===== config.mk =====
export PLATFORM = sky130hd
export DESIGN_NAME = reg_checkpoint_monitor_flat
export DESIGN_NICKNAME = d
export VERILOG_FILES = /design/src/rtl/reg_checkpoint_monitor_if.sv /design/src/rtl/reg_checkpoint_monitor.sv /design/src/flat_wrapper.sv
export SDC_FILE = /design/constraint.sdc
export NUM_CORES = 1
export LEC_CHECK = 0
export ABC_CLOCK_PERIOD_IN_PS = 13800
export CORE_MARGIN = 2
export CORE_UTILIZATION = 53
export DETAILED_ROUTE_END_ITERATION = 10
export GPL_ROUTABILITY_DRIVEN = 0
export PLACE_DENSITY = 0.75
export RECOVER_POWER = 100
export SYNTH_ARGS = -nofsm -noshare
export SYNTH_HDL_FRONTEND = slang
export SYNTH_SLANG_ARGS = --single-unit

===== constraint.sdc =====
create_clock -name clk -period 13.8 [get_ports clk]
set_clock_uncertainty 0.15 [all_clocks]
set_input_delay 2.76 -clock clk [delete_from_list [all_inputs] [get_ports clk]]
set_output_delay 2.76 -clock clk [all_outputs]
set_load 0.005 [all_outputs]

===== src/rtl/reg_checkpoint_monitor_if.sv =====
// rtl/reg_checkpoint_monitor_if.sv - checkpoint table load, run control, RF read port and PC redirect bundle
interface reg_checkpoint_monitor_if #(
    parameter int DATA_W     = 32,
    parameter int REG_ADDR_W = 5,
    parameter int PC_W       = 32,
    parameter int CYCLE_W    = 32,
    parameter int NUM_CHECKS = 8
);
    localparam int IDX_W = (NUM_CHECKS > 1) ? $clog2(NUM_CHECKS) : 1;

    logic                  cfg_we;
    logic [IDX_W-1:0]      cfg_idx;
    logic [CYCLE_W-1:0]    cfg_cycle;
    logic [REG_ADDR_W-1:0] cfg_reg;
    logic [DATA_W-1:0]     cfg_expect;
    logic                  cfg_pc_en;
    logic [PC_W-1:0]       cfg_pc;
    logic [IDX_W:0]        num_checks;
    logic                  start;
    logic [REG_ADDR_W-1:0] rf_raddr;
    logic [DATA_W-1:0]     rf_rdata;
    logic                  pc_load;
    logic [PC_W-1:0]       pc_value;
    logic                  busy;
    logic                  done;
    logic                  pass;
    logic [IDX_W:0]        pass_count;
    logic [IDX_W:0]        fail_count;
    logic [IDX_W:0]        first_fail_idx;
    logic [CYCLE_W-1:0]    cycle;

    modport master (
        output cfg_we, cfg_idx, cfg_cycle, cfg_reg, cfg_expect, cfg_pc_en, cfg_pc,
        output num_checks, start, rf_rdata,
        input  rf_raddr, pc_load, pc_value, busy, done, pass,
        input  pass_count, fail_count, first_fail_idx, cycle
    );

    modport slave (
        input  cfg_we, cfg_idx, cfg_cycle, cfg_reg, cfg_expect, cfg_pc_en, cfg_pc,
        input  num_checks, start, rf_rdata,
        output rf_raddr, pc_load, pc_value, busy, done, pass,
        output pass_count, fail_count, first_fail_idx, cycle
    );
endinterface


===== src/rtl/reg_checkpoint_monitor.sv =====
// rtl/reg_checkpoint_monitor.sv - cycle-indexed register checkpoint checker with optional PC redirect
module reg_checkpoint_monitor #(
    parameter int DATA_W     = 32,
    parameter int REG_ADDR_W = 5,
    parameter int PC_W       = 32,
    parameter int CYCLE_W    = 32,
    parameter int NUM_CHECKS = 8
) (
    input logic                    clk,
    input logic                    rst,
    reg_checkpoint_monitor_if.slave bus
);
    localparam int IDX_W = (NUM_CHECKS > 1) ? $clog2(NUM_CHECKS) : 1;
    localparam int CNT_W = IDX_W + 1;
    localparam logic [CNT_W-1:0]   MAX_CHECKS = CNT_W'(NUM_CHECKS);
    localparam logic [CNT_W-1:0]   NO_FAIL    = '1;
    localparam logic [CYCLE_W-1:0] CYCLE_MAX  = '1;

    typedef enum logic [1:0] {IDLE, RUN, DONE} state_t;

    state_t                state;
    logic [CYCLE_W-1:0]    tbl_cycle  [NUM_CHECKS];
    logic [REG_ADDR_W-1:0] tbl_reg    [NUM_CHECKS];
    logic [DATA_W-1:0]     tbl_expect [NUM_CHECKS];
    logic                  tbl_pc_en  [NUM_CHECKS];
    logic [PC_W-1:0]       tbl_pc     [NUM_CHECKS];

    logic [IDX_W-1:0]      idx;
    logic [CNT_W-1:0]      n_active;
    logic [CYCLE_W-1:0]    cycle_q;
    logic                  busy_q, done_q, pass_q, pc_load_q;
    logic [PC_W-1:0]       pc_value_q;
    logic [CNT_W-1:0]      pass_count_q, fail_count_q, first_fail_q;

    logic                  fire, match, last, cfg_ok;
    logic [CNT_W-1:0]      idx_inc;

    assign idx_inc = {1'b0, idx} + CNT_W'(1);
    assign fire    = (state == RUN) && (cycle_q >= tbl_cycle[idx]);
    assign match   = (bus.rf_rdata == tbl_expect[idx]);
    assign last    = (idx_inc == n_active);
    assign cfg_ok  = ({1'b0, bus.cfg_idx} < MAX_CHECKS);

    assign bus.rf_raddr       = (state == RUN) ? tbl_reg[idx] : '0;
    assign bus.pc_load        = pc_load_q;
    assign bus.pc_value       = pc_value_q;
    assign bus.busy           = busy_q;
    assign bus.done           = done_q;
    assign bus.pass           = pass_q;
    assign bus.pass_count     = pass_count_q;
    assign bus.fail_count     = fail_count_q;
    assign bus.first_fail_idx = first_fail_q;
    assign bus.cycle          = cycle_q;

    // Table is deliberately not reset so a run can be repeated after an abort.
    always_ff @(posedge clk) begin
        if (bus.cfg_we && !busy_q && cfg_ok) begin
            tbl_cycle[bus.cfg_idx]  <= bus.cfg_cycle;
            tbl_reg[bus.cfg_idx]    <= bus.cfg_reg;
            tbl_expect[bus.cfg_idx] <= bus.cfg_expect;
            tbl_pc_en[bus.cfg_idx]  <= bus.cfg_pc_en;
            tbl_pc[bus.cfg_idx]     <= bus.cfg_pc;
        end
    end

    always_ff @(posedge clk) begin
        if (rst) begin
            state        <= IDLE;
            busy_q       <= 1'b0;
            done_q       <= 1'b0;
            pass_q       <= 1'b0;
            pc_load_q    <= 1'b0;
            pc_value_q   <= '0;
            pass_count_q <= '0;
            fail_count_q <= '0;
            first_fail_q <= NO_FAIL;
            cycle_q      <= '0;
            idx          <= '0;
            n_active     <= '0;
        end else begin
            pc_load_q <= 1'b0;
            case (state)
                IDLE, DONE: begin
                    if (bus.start) begin
                        pass_count_q <= '0;
                        fail_count_q <= '0;
                        first_fail_q <= NO_FAIL;
                        idx          <= '0;
                        cycle_q      <= CYCLE_W'(1);
                        n_active     <= (bus.num_checks > MAX_CHECKS) ? MAX_CHECKS : bus.num_checks;
                        if (bus.num_checks == '0) begin
                            state  <= DONE;
                            busy_q <= 1'b0;
                            done_q <= 1'b1;
                            pass_q <= 1'b1;
                        end else begin
                            state  <= RUN;
                            busy_q <= 1'b1;
                            done_q <= 1'b0;
                            pass_q <= 1'b0;
                        end
                    end
                end
                RUN: begin
                    if (cycle_q != CYCLE_MAX) begin
                        cycle_q <= cycle_q + CYCLE_W'(1);
                    end
                    // One entry per cycle, strictly in index order; late entries catch up one per cycle.
                    if (fire) begin
                        if (match) begin
                            pass_count_q <= pass_count_q + CNT_W'(1);
                        end else begin
                            fail_count_q <= fail_count_q + CNT_W'(1);
                            if (fail_count_q == '0) begin
                                first_fail_q <= {1'b0, idx};
                            end
                        end
                        if (tbl_pc_en[idx]) begin
                            pc_load_q  <= 1'b1;
                            pc_value_q <= tbl_pc[idx];
                        end
                        idx <= idx + IDX_W'(1);
                        if (last) begin
                            state  <= DONE;
                            busy_q <= 1'b0;
                            done_q <= 1'b1;
                            pass_q <= (fail_count_q == '0) && match;
                        end
                    end
                end
                default: state <= IDLE;
            endcase
        end
    end
endmodule


===== src/flat_wrapper.sv =====
// flat-port wrapper written by rule: the top's interface ports become plain ports
module reg_checkpoint_monitor_flat 
#(
    parameter int DATA_W     = 32,
    parameter int REG_ADDR_W = 5,
    parameter int PC_W       = 32,
    parameter int CYCLE_W    = 32,
    parameter int NUM_CHECKS = 8
)
  (clk, rst, bus_cfg_we, bus_cfg_idx, bus_cfg_cycle, bus_cfg_reg, bus_cfg_expect, bus_cfg_pc_en, bus_cfg_pc, bus_num_checks, bus_start, bus_rf_rdata, bus_rf_raddr, bus_pc_load, bus_pc_value, bus_busy, bus_done, bus_pass, bus_pass_count, bus_fail_count, bus_first_fail_idx, bus_cycle);
  reg_checkpoint_monitor_if #(.DATA_W(DATA_W), .REG_ADDR_W(REG_ADDR_W), .PC_W(PC_W), .CYCLE_W(CYCLE_W), .NUM_CHECKS(NUM_CHECKS)) bus_i ();
  input logic clk;
  input logic rst;
  input wire logic [$bits(bus_i.cfg_we)-1:0] bus_cfg_we;
  input wire logic [$bits(bus_i.cfg_idx)-1:0] bus_cfg_idx;
  input wire logic [$bits(bus_i.cfg_cycle)-1:0] bus_cfg_cycle;
  input wire logic [$bits(bus_i.cfg_reg)-1:0] bus_cfg_reg;
  input wire logic [$bits(bus_i.cfg_expect)-1:0] bus_cfg_expect;
  input wire logic [$bits(bus_i.cfg_pc_en)-1:0] bus_cfg_pc_en;
  input wire logic [$bits(bus_i.cfg_pc)-1:0] bus_cfg_pc;
  input wire logic [$bits(bus_i.num_checks)-1:0] bus_num_checks;
  input wire logic [$bits(bus_i.start)-1:0] bus_start;
  input wire logic [$bits(bus_i.rf_rdata)-1:0] bus_rf_rdata;
  output wire logic [$bits(bus_i.rf_raddr)-1:0] bus_rf_raddr;
  output wire logic [$bits(bus_i.pc_load)-1:0] bus_pc_load;
  output wire logic [$bits(bus_i.pc_value)-1:0] bus_pc_value;
  output wire logic [$bits(bus_i.busy)-1:0] bus_busy;
  output wire logic [$bits(bus_i.done)-1:0] bus_done;
  output wire logic [$bits(bus_i.pass)-1:0] bus_pass;
  output wire logic [$bits(bus_i.pass_count)-1:0] bus_pass_count;
  output wire logic [$bits(bus_i.fail_count)-1:0] bus_fail_count;
  output wire logic [$bits(bus_i.first_fail_idx)-1:0] bus_first_fail_idx;
  output wire logic [$bits(bus_i.cycle)-1:0] bus_cycle;
  assign bus_i.cfg_we = bus_cfg_we;
  assign bus_i.cfg_idx = bus_cfg_idx;
  assign bus_i.cfg_cycle = bus_cfg_cycle;
  assign bus_i.cfg_reg = bus_cfg_reg;
  assign bus_i.cfg_expect = bus_cfg_expect;
  assign bus_i.cfg_pc_en = bus_cfg_pc_en;
  assign bus_i.cfg_pc = bus_cfg_pc;
  assign bus_i.num_checks = bus_num_checks;
  assign bus_i.start = bus_start;
  assign bus_i.rf_rdata = bus_rf_rdata;
  assign bus_rf_raddr = bus_i.rf_raddr;
  assign bus_pc_load = bus_i.pc_load;
  assign bus_pc_value = bus_i.pc_value;
  assign bus_busy = bus_i.busy;
  assign bus_done = bus_i.done;
  assign bus_pass = bus_i.pass;
  assign bus_pass_count = bus_i.pass_count;
  assign bus_fail_count = bus_i.fail_count;
  assign bus_first_fail_idx = bus_i.first_fail_idx;
  assign bus_cycle = bus_i.cycle;
  reg_checkpoint_monitor #(.DATA_W(DATA_W), .REG_ADDR_W(REG_ADDR_W), .PC_W(PC_W), .CYCLE_W(CYCLE_W), .NUM_CHECKS(NUM_CHECKS)) u_core (.clk(clk), .rst(rst), .bus(bus_i));
endmodule

==> results of run 1 <==
==> synthesized netlist by cell type (5+ instances only) <==
master and count:
dfxtp_1 92, a31oi_1 5, a21o_1 7, and4_1 8
and3_1 10, a22o_1 7, xnor2_1 12, o21ai_0 17
nand3b_1 6, nor2_1 88, clkbuf_1 41, nand2_1 45
a22oi_1 12, nor4_1 5, a211oi_1 42, nand4_1 17
mux2i_1 132, a21oi_1 28, or3_1 13, ha_1 37
and2_1 5, inv_1 12, buf_2 19, buf_1 18
mux4_2 183, xor2_1 40, nor2b_1 13, nand2b_1 7
edfxtp_1 816, nor3_1 8, nand3_1 27
==> per-layer routing <==
metal  vias to the layer above  wire (um)
met5                         -        118
met4                        18       1510
met3                       134       5020
met2                       653      37300
met1                      9405      31600
li1                       7951          -
==> cell families (layout without fill, tap and decap cells) <==
group,count (synthesis),after routing
flip-flops,908,908
multiplexers,317,317
AND/OR/NAND/NOR,262,262
AO/OA/AOI/OAI,140,140
buffers and inverters,99,440
XOR/XNOR,52,52
adder cells (fa/ha/maj),37,37
other,0,8
==> layout make-up <==
cell class,count,area share
clock inverter,54,0.0134
tap,864,0.0260
antenna,8,0.000481
inverter,12,0.00108
multi-input combinational,808,0.209
clock buffer,114,0.0572
timing repair buffer,260,0.0591
sequential,908,0.634
==> metrics by stage <==
step | util | instances | total power, mW
3_5_place_dp | 0.587 | 2852 | 3.28
3_3_place_gp | 0.587 | 2852 | 3.27
2_1_floorplan | - | 1815 | 3.18
5_1_grt | 0.629 | 3026 | 5.78
6_report | 0.629 | 3028 | 5.62
4_1_cts | 0.631 | 3020 | 5.67
==> worst register-to-register path, cell delays in order (launching register included) <==
cell and delay, ns:
dfxtp_1 0.62, buf_4 0.65, clkbuf_1 2.43, mux4_2 0.77
mux2i_1 0.34, ha_1 0.32, nand4_1 0.14, nor3_1 0.07
or3_1 0.31, a211o_1 0.28, a221o_1 0.52, a21oi_1 0.73
o21ai_0 0.26, a21oi_1 0.19
==> report_power, final <==
| part | switching, mW | leakage [nW] | internal [mW] |
|---|---|---|---|
| Combinational | 0.0980 | 3.57 | 0.0560 |
| Sequential | 0.0121 | 8.14 | 3.05 |
| Clock | 1.02 | 1.44 | 1.38 |
| Total | 1.13 | 13.2 | 4.49 |
==> worst max-delay path by stage <==
stage                               endpoint  slack (ns)      startpoint
floorplan             u_core.tbl_cycle[2][0]        0.15  bus_cfg_idx[2]
global placement     u_core.tbl_cycle[4][29]        7.62      bus_cfg_we
detailed placement   u_core.tbl_cycle[4][28]        7.54      bus_cfg_we
CTS                          bus_rf_raddr[2]        6.88        register
global route        u_core.tbl_expect[0][14]        3.69      bus_cfg_we
finish               u_core.tbl_cycle[4][24]        4.22      bus_cfg_we
==> impl_metrics.yaml, run 1 <==
outcome:
  status: "finished with violations"
  violations: "capacitance limit, slew limit"
global_route:
  grt_start_max_net_pins: 103
  met2_usage: 0.358
  grt-ovfl-total: 0
  grt_pass1_wl_mm: 114
  grt.met3_usage: 0.0426
  grt_pass1_vias: 18902
  grt.busiest_layer: "met2"
  antenna_found_initial: 25
  grt_use_met1: 0.301
  grt_usage: 0.219
detailed_routing:
  wire_per_inst_um: 25.0
  wirelength_mm: 75.6
  antenna_left: 0
  via_per_inst: 6.00
  drt_first_pass_iters: 5
  via_count: 18161
  drcViolationCount: 0
  drt_iter0_markers: 1676
worst_setup_path:
  cp_num_buf_inv: 3
  startpoint_type: "primary input"
  cp.depth: 5
  path_class: "in2reg"
  cp_max_fo: 56
  slowest_delay_ns: 2.98
  worst-r2r-cell-count: 13
  path_cells: "dlygate4sd3_1 > or3b_2 > nor2_1 > clkbuf_1 > clkbuf_1"
  critPathRequiredTime_ns: 13.83
  cp.arrival_ns: 9.61
  cp_top_family: "buffers and inverters"
  critPathSlowestCell: "clkbuf_1"
  r2r_slack_ns: 5.93
  path_common_cell: "clkbuf_1"
  endpoint_kind: "register"
die:
  core_area_sq_mm: 0.0661
  fp.dieH_um: 263
  row_count: 94
  start_util: 0.537
  dieArea_sq_mm: 0.0691
  pin_count: 230
  die_x_um: 263
pwr:
  ir_drop_mv: 0.0927
  power-per-cell-area_mw_per_mm2: 135
  leakage_nw: 13.2
clocking:
  clkSinkCount: 908
  ctsHoldBuffers: 0
  cts-root-buf: "clkbuf_16"
  cts.clk_slew.worst_paths_ns: 0.06
  clockBufferDepth: 3
  clock_latency_ns: 0.65
  cts-htree-levels: 3
  cts_made_buffers: 89
  cts-resized-gates: 0
  postCtsSetupBuffers: 0
  cts_tree: "built"
min_path:
  worstHoldStart: "u_core.n_active[0]"
  hold_depth: 2
  hp-class: "reg2reg"
  holdPathEnd: "u_core.n_active[0]"
final_layout:
  fill_cells: 4523
  syn_to_final_growth_pct: 17.1
  layout_commonest_cell: "edfxtp_1"
  multiInputGateArea_sq_mm: 0.00869
  final_cell_mix: "edfxtp_1, dlygate4sd3_1, mux4_2"
  stdcell_area_sq_mm: 0.0416
  top_regs: "u_core.tbl_cycle: 256 flops, u_core.tbl_expect: 256 flops, u_core.tbl_pc: 256 flops"
  drive_gt1_frac: 0.164
  regArea_sq_mm: 0.0264
  final_nets: 2261
timing:
  setup_violations: 0
  layout_setup_ws_ns: 4.22
  slew_viol_final: 846
  whs_ns: 0.312
  min_period_over_period: 0.694
  post-route-min-period_ns: 9.58
  relSlewSlack: -4.12
  rsz0062_at_grt: "no"
  fmax_ghz: 0.104
  fin_setup_tns_ns: 0
  finalHoldViolCount: 0
  worst_pin_slew_ns: 7.67
placed_design:
  dp_hpwl_mm: 43.5
  numPortBuffers: 229
  place_area_sq_mm: 0.0388
  place_ws_ns: 7.54
synthesis:
  synth-simple-area-share: 0.0379
  syn_inst: 1815
  synth_nets: 1997
  ys_seq_area_frac: 0.742
  synthMuxAreaShare: 0.154
  synth-xor-area-share: 0.0128
  synth_top_family_by_area: "multiplexers"
  postSynth.asyncResetShare: 0
  synth-edff-count: 816
  yosysTopAreaCellShare: 0.690
  syn_avg_cell_area_sq_um: 19.6
  yosys.area.top_type: "edfxtp_1"
  ys_ff_latch: 908
  synth_area_leaders: "edfxtp_1, mux4_2, dfxtp_1"
  ys.flop_type: "edfxtp_1"
  yosysWarnings: 0
  ys_types: 60
  synth_compound_area_frac: 0.0277
  yosys.area_share.adder: 0.0130
  synth_area_sq_mm: 0.0355
run:
  cap_violations: 15
(Power assumes the default switching activity.)
==> run 2: changes to the inputs <==
--- a/config.mk
+++ b/config.mk
@@ -5,7 +5,7 @@
 export SDC_FILE = /design/constraint.sdc
 export NUM_CORES = 1
 export LEC_CHECK = 0
-export ABC_CLOCK_PERIOD_IN_PS = 13800
+export ABC_CLOCK_PERIOD_IN_PS = 8700
 export CORE_MARGIN = 2
 export CORE_UTILIZATION = 53
 export DETAILED_ROUTE_END_ITERATION = 10
==> constraint.sdc (replaced) <==
create_clock -name clk -period 8.7 [get_ports clk]
set_clock_uncertainty 0.15 [all_clocks]
set_input_delay 1.74 -clock clk [delete_from_list [all_inputs] [get_ports clk]]
set_output_delay 1.74 -clock clk [all_outputs]
set_load 0.005 [all_outputs]
==> run 2 against run 1 <==
  * The run still ends with capacitance limit, slew limit left
  * Core utilization increased by 0.16 points
  * First-iteration DRC count grew 3.6%
  * Final cell count grew 0.20%
  * Total power is 60% higher
  * Non-clock buffer count decreased by 1
  * Register-to-register slack got worse by 3.4 ns
  * Critical path type unchanged
==> impl_metrics.yaml, run 2 (synthesis results as in run 1) <==
outcome:
  status: "finished with violations"
  violations: "capacitance limit, slew limit"
die:
  row_count: 94
  dieArea_sq_mm: 0.0691
  pin_count: 230
  fp.dieH_um: 263
  start_util: 0.537
  core_area_sq_mm: 0.0661
  die_x_um: 263
timing:
  layout_setup_ws_ns: 1.87
  post-route-min-period_ns: 6.83
  fmax_ghz: 0.147
  slew_viol_final: 787
  fin_setup_tns_ns: 0
  rsz0062_at_grt: "no"
  setup_violations: 0
  finalHoldViolCount: 0
  min_period_over_period: 0.785
  relSlewSlack: -1.55
  worst_pin_slew_ns: 3.82
final_layout:
  final_cell_mix: "edfxtp_1, dlygate4sd3_1, mux4_2"
  fill_cells: 4462
  final_nets: 2262
  finish.utilization: 0.631
  regArea_sq_mm: 0.0264
  finalNonFillerCells: 3034
  top_regs: "u_core.tbl_cycle: 256 flops, u_core.tbl_expect: 256 flops, u_core.tbl_pc: 256 flops"
  multiInputGateArea_sq_mm: 0.00870
  layout_commonest_cell: "edfxtp_1"
  syn_to_final_growth_pct: 17.4
  drive_gt1_frac: 0.163
  stdcell_area_sq_mm: 0.0417
global_route:
  grt_start_max_net_pins: 101
  grt_pass1_vias: 19004
  grt_usage: 0.226
  grt-ovfl-total: 0
  antenna_found_initial: 26
  grt_pass1_wl_mm: 117
detailed_routing:
  antenna_left: 0
  via_count: 18182
  wire_per_inst_um: 25.4
  drt_iter0_markers: 1737
  drcViolationCount: 0
  wirelength_mm: 77.1
  drt_first_pass_iters: 6
  via_per_inst: 5.99
placed_design:
  place_area_sq_mm: 0.0388
  place_ws_ns: 3.52
  placedCellCount: 2851
  numPortBuffers: 229
  dp_hpwl_mm: 44.3
clocking:
  cts_tree: "built"
  postCtsSetupBuffers: 0
  ctsHoldBuffers: 0
  cts-resized-gates: 0
  clkSinkCount: 908
  cts.clk_slew.worst_paths_ns: 0.06
  cts-root-buf: "clkbuf_16"
  clock_latency_ns: 0.65
  cts-htree-levels: 3
  cts_made_buffers: 91
  clockBufferDepth: 3
worst_setup_path:
  cp_num_buf_inv: 2
  endpoint_kind: "register"
  cp.arrival_ns: 6.86
  critPathRequiredTime_ns: 8.73
  cp_top_family: "buffers and inverters"
  slowest_delay_ns: 2.28
  cp_max_fo: 85
  path_cells: "dlygate4sd3_1 > or3b_2 > nor2_1 > clkbuf_2"
  startpoint_type: "primary input"
  critPathSlowestCell: "clkbuf_2"
  path_class: "in2reg"
  cp-startpoint: "bus_cfg_idx[0]"
pwr:
  leakage_nw: 13.2
  power-per-cell-area_mw_per_mm2: 215
  ir_drop_mv: 0.167
min_path:
  hp-class: "reg2reg"
  worstHoldStart: "u_core.n_active[0]"
run:
  cap_violations: 18
run 2: cell types whose count changed in the layout (fill, tap and decap cells not counted), moves of 2 or more:
cell and change:
buf_4 -3, clkbuf_1 +2, clkbuf_16 +2, clkbuf_2 +3, clkinv_1 +5, clkinv_16 +2, clkinv_2 -7, diode_2 +3
run 2: per-stage QoR:
step,hold WS (ns),total power [mW]
2_1_floorplan,0.291,5.04
5_1_grt,0.342,9.24
3_3_place_gp,0.302,5.19
6_report,0.324,8.98
4_1_cts,0.324,9.06
3_5_place_dp,0.313,5.20
run 2: final cells by class:
| type | instances | area share |
|---|---|---|
| inverters | 12 | 0.00108 |
| clock inverters | 53 | 0.0141 |
| repair buffers | 259 | 0.0591 |
| clock buffers | 119 | 0.0583 |
| diodes | 11 | 0.000660 |
| well taps | 864 | 0.0259 |
| flip-flops and latches | 908 | 0.632 |
| multi-input cells | 808 | 0.209 |
run 2: tightest hold or removal path, cell delays in order, from the launching register on:
cell and delay [ns]:
dfxtp_1 0.32, nand2_1 0.06, a21oi_1 0.05
run 2: layer usage:
metal,vias up,share of wire,wire (um),global-route usage
met1,9417,0.41,31200,0.300
met2,628,0.50,38400,0.373
met5,-,0.0013,101,0
met4,16,0.028,2160,0.0749
li1,7957,-,-,-
met3,164,0.067,5190,0.0512
run 2: final timing paths:
check	endpoint	slack, ns	cells after the start
hold reg to reg	u_core.n_active[0]	0.32	2
setup reg to reg	u_core.idx[2]	2.57	12
hold / removal	u_core.n_active[0]	0.32	2
setup / recovery	u_core.tbl_cycle[4][30]	1.87	4
run 2: power breakdown:
| group | total [mW] | switching, mW | internal (mW) |
|---|---|---|---|
| clock network | 3.88 | 1.65 | 2.24 |
| logic | 0.242 | 0.153 | 0.0891 |
| registers | 4.86 | 0.0208 | 4.84 |
==> run 3: changes to the inputs <==
--- a/config.mk
+++ b/config.mk
@@ -5,7 +5,7 @@
 export SDC_FILE = /design/constraint.sdc
 export NUM_CORES = 1
 export LEC_CHECK = 0
-export ABC_CLOCK_PERIOD_IN_PS = 8700
+export ABC_CLOCK_PERIOD_IN_PS = 6270
 export CORE_MARGIN = 2
 export CORE_UTILIZATION = 53
 export DETAILED_ROUTE_END_ITERATION = 10
==> constraint.sdc (replaced) <==
create_clock -name clk -period 6.27 [get_ports clk]
set_clock_uncertainty 0.15 [all_clocks]
set_input_delay 1.254 -clock clk [delete_from_list [all_inputs] [get_ports clk]]
set_output_delay 1.254 -clock clk [all_outputs]
set_load 0.005 [all_outputs]
==> run 3 against run 2 <==
  * The run still ends with capacitance limit, slew limit left
  * Sequential cell count is the same
  * Largest cell class unchanged
  * Non-clock buffer count grew 7
  * Combinational power grew 41%
  * Register-to-register slack lost 1.3 ns
  * Setup slack lost 1.0 ns
  * Final cell count is essentially flat
  * Critical path type unchanged
  * Sequential share of layout area shrank 0.093 points
  * Die area is the same
  * Largest power group unchanged
  * Cell area grew 0.16%
  * Critical path depth grew 1
  * Sequential power grew 39%
  * Via count grew 0.13%
==> impl_metrics.yaml, run 3 (synthesis results as in run 1) <==
pwr:
  p_sw_mw: 2.45
  power-per-cell-area_mw_per_mm2: 300
  p_seq_frac: 0.538
  sw_frac_of_total: 0.196
  ir_drop_mv: 0.217
  power_mw: 12.5
  leakage_nw: 13.2
  comb_power_share: 0.027
  internal_power_mw: 10.1
  pwr-share-clk: 0.435
die:
  start_util: 0.537
  die_x_um: 263
  dieArea_sq_mm: 0.0691
  fp.dieH_um: 263
  pin_count: 230
  row_count: 94
  core_area_sq_mm: 0.0661
worst_setup_path:
  critPathRequiredTime_ns: 6.36
  endpoint_kind: "register"
  cp_max_fo: 34
  cp_num_buf_inv: 3
  cp_top_family: "buffers and inverters"
  cp.arrival_ns: 5.53
  critPathSlowestCell: "clkbuf_1"
  path_cells: "dlygate4sd3_1 > nand3b_1 > nor3_1 > clkbuf_1 > clkbuf_2"
  path_class: "in2reg"
  slowest_delay_ns: 2.02
  startpoint_type: "primary input"
global_route:
  antenna_found_initial: 26
  grt_pass1_vias: 18773
  grt_start_max_net_pins: 103
  grt_usage: 0.223
  grt_pass1_wl_mm: 116
  grt-ovfl-total: 0
clocking:
  clkSinkCount: 908
  clock_latency_ns: 0.64
  cts_tree: "built"
  clockBufferDepth: 3
  postCtsSetupBuffers: 0
  cts.clk_slew.worst_paths_ns: 0.06
  cts_made_buffers: 89
  ctsHoldBuffers: 0
  cts-resized-gates: 0
  cts-root-buf: "clkbuf_16"
  cts-htree-levels: 3
final_layout:
  drive_gt1_frac: 0.167
  final_nets: 2267
  final_cell_mix: "edfxtp_1, dlygate4sd3_1, mux4_2"
  top_regs: "u_core.tbl_cycle: 256 flops, u_core.tbl_expect: 256 flops, u_core.tbl_pc: 256 flops"
  finalNonFillerCells: 3033
  finish.utilization: 0.632
  syn_to_final_growth_pct: 17.6
  layout_commonest_cell: "edfxtp_1"
placed_design:
  placedCellCount: 2858
  place_ws_ns: 1.45
  numPortBuffers: 229
  dp_hpwl_mm: 44.5
min_path:
  hp-class: "reg2reg"
timing:
  layout_setup_ws_ns: 0.836
  slew_viol_final: 705
  worst_pin_slew_ns: 3.53
  setup_violations: 0
  finalHoldViolCount: 0
  fmax_ghz: 0.184
  post-route-min-period_ns: 5.43
  rsz0062_at_grt: "no"
  relSlewSlack: -1.35
  min_period_over_period: 0.867
detailed_routing:
  drt_first_pass_iters: 5
  wire_per_inst_um: 25.2
  via_count: 18206
  drt_iter0_markers: 1826
  drcViolationCount: 0
  antenna_left: 0
  wirelength_mm: 76.5
  via_per_inst: 6.00
run:
  cap_violations: 14
outcome:
  status: "finished with violations"
  violations: "capacitance limit, slew limit"
[run 3: cell types whose count changed in the layout (fill, tap and decap cells not counted), sizes merged]
| cell | change |
|---|---|
| clkdlybuf4s50 | +2 |
| bufinv | +4 |
| inv | +4 |
| dlygate4sd3 | -2 |
| clkbuf | +2 |
| diode | -1 |
| clkinv | -15 |
| buf | +5 |
[run 3: power groups by stage]
stage	Sequential (mW)	Combinational (mW)	Clock, mW
3_3_place_gp	6.85	0.352	0
4_1_cts	6.73	0.367	5.53
6_report	6.74	0.341	5.44
3_5_place_dp	6.86	0.365	0
2_1_floorplan	6.86	0.124	0
5_1_grt	6.74	0.368	5.77
[run 3: final timing paths]
kind	slack, ns	to	depth (start not counted)	startpoint
max	0.84	u_core.tbl_cycle[1][28]	5	bus_cfg_idx[0]
min reg2reg	0.32	u_core.bus.done	2	u_core.bus.done
max reg2reg	1.24	u_core.bus.fail_count[1]	12	register
min	0.32	u_core.bus.done	2	u_core.bus.done
[run 3: routing by layer]
layer,track usage,wire length (um)
met2,0.373,38700
met1,0.300,31500
met3,0.0411,4540
met4,0.0701,1670
met5,0,115
[run 3: tightest hold or removal path, cell delays in order (launching register included)]
cell      delay (ns)
dfxtp_1         0.30
inv_1           0.05
a221oi_1        0.06
[run 3: metrics by stage]
| step | setup TNS, ns | instance area (sq um) | hold WS (ns) |
|---|---|---|---|
| floorplan | -143.99 | 35600 | 0.291 |
| global placement | 0 | 38900 | 0.301 |
| detailed placement | 0 | 38900 | 0.310 |
| CTS | 0 | 42000 | 0.325 |
| global route | 0 | 41800 | 0.339 |
| finish | 0 | 41800 | 0.322 |
[run 3: area by class of cell]
| class | instances | area, sq um |
|---|---|---|
| multi-input cells | 808 | 8700 |
| repair buffers | 266 | 2540 |
| diodes | 10 | 25.0 |
| clock inverters | 46 | 579 |
| clock buffers | 119 | 2430 |
| fillers | 4465 | 24300 |
| inverters | 12 | 45.0 |
| well taps | 864 | 1080 |
| flip-flops and latches | 908 | 26400 |
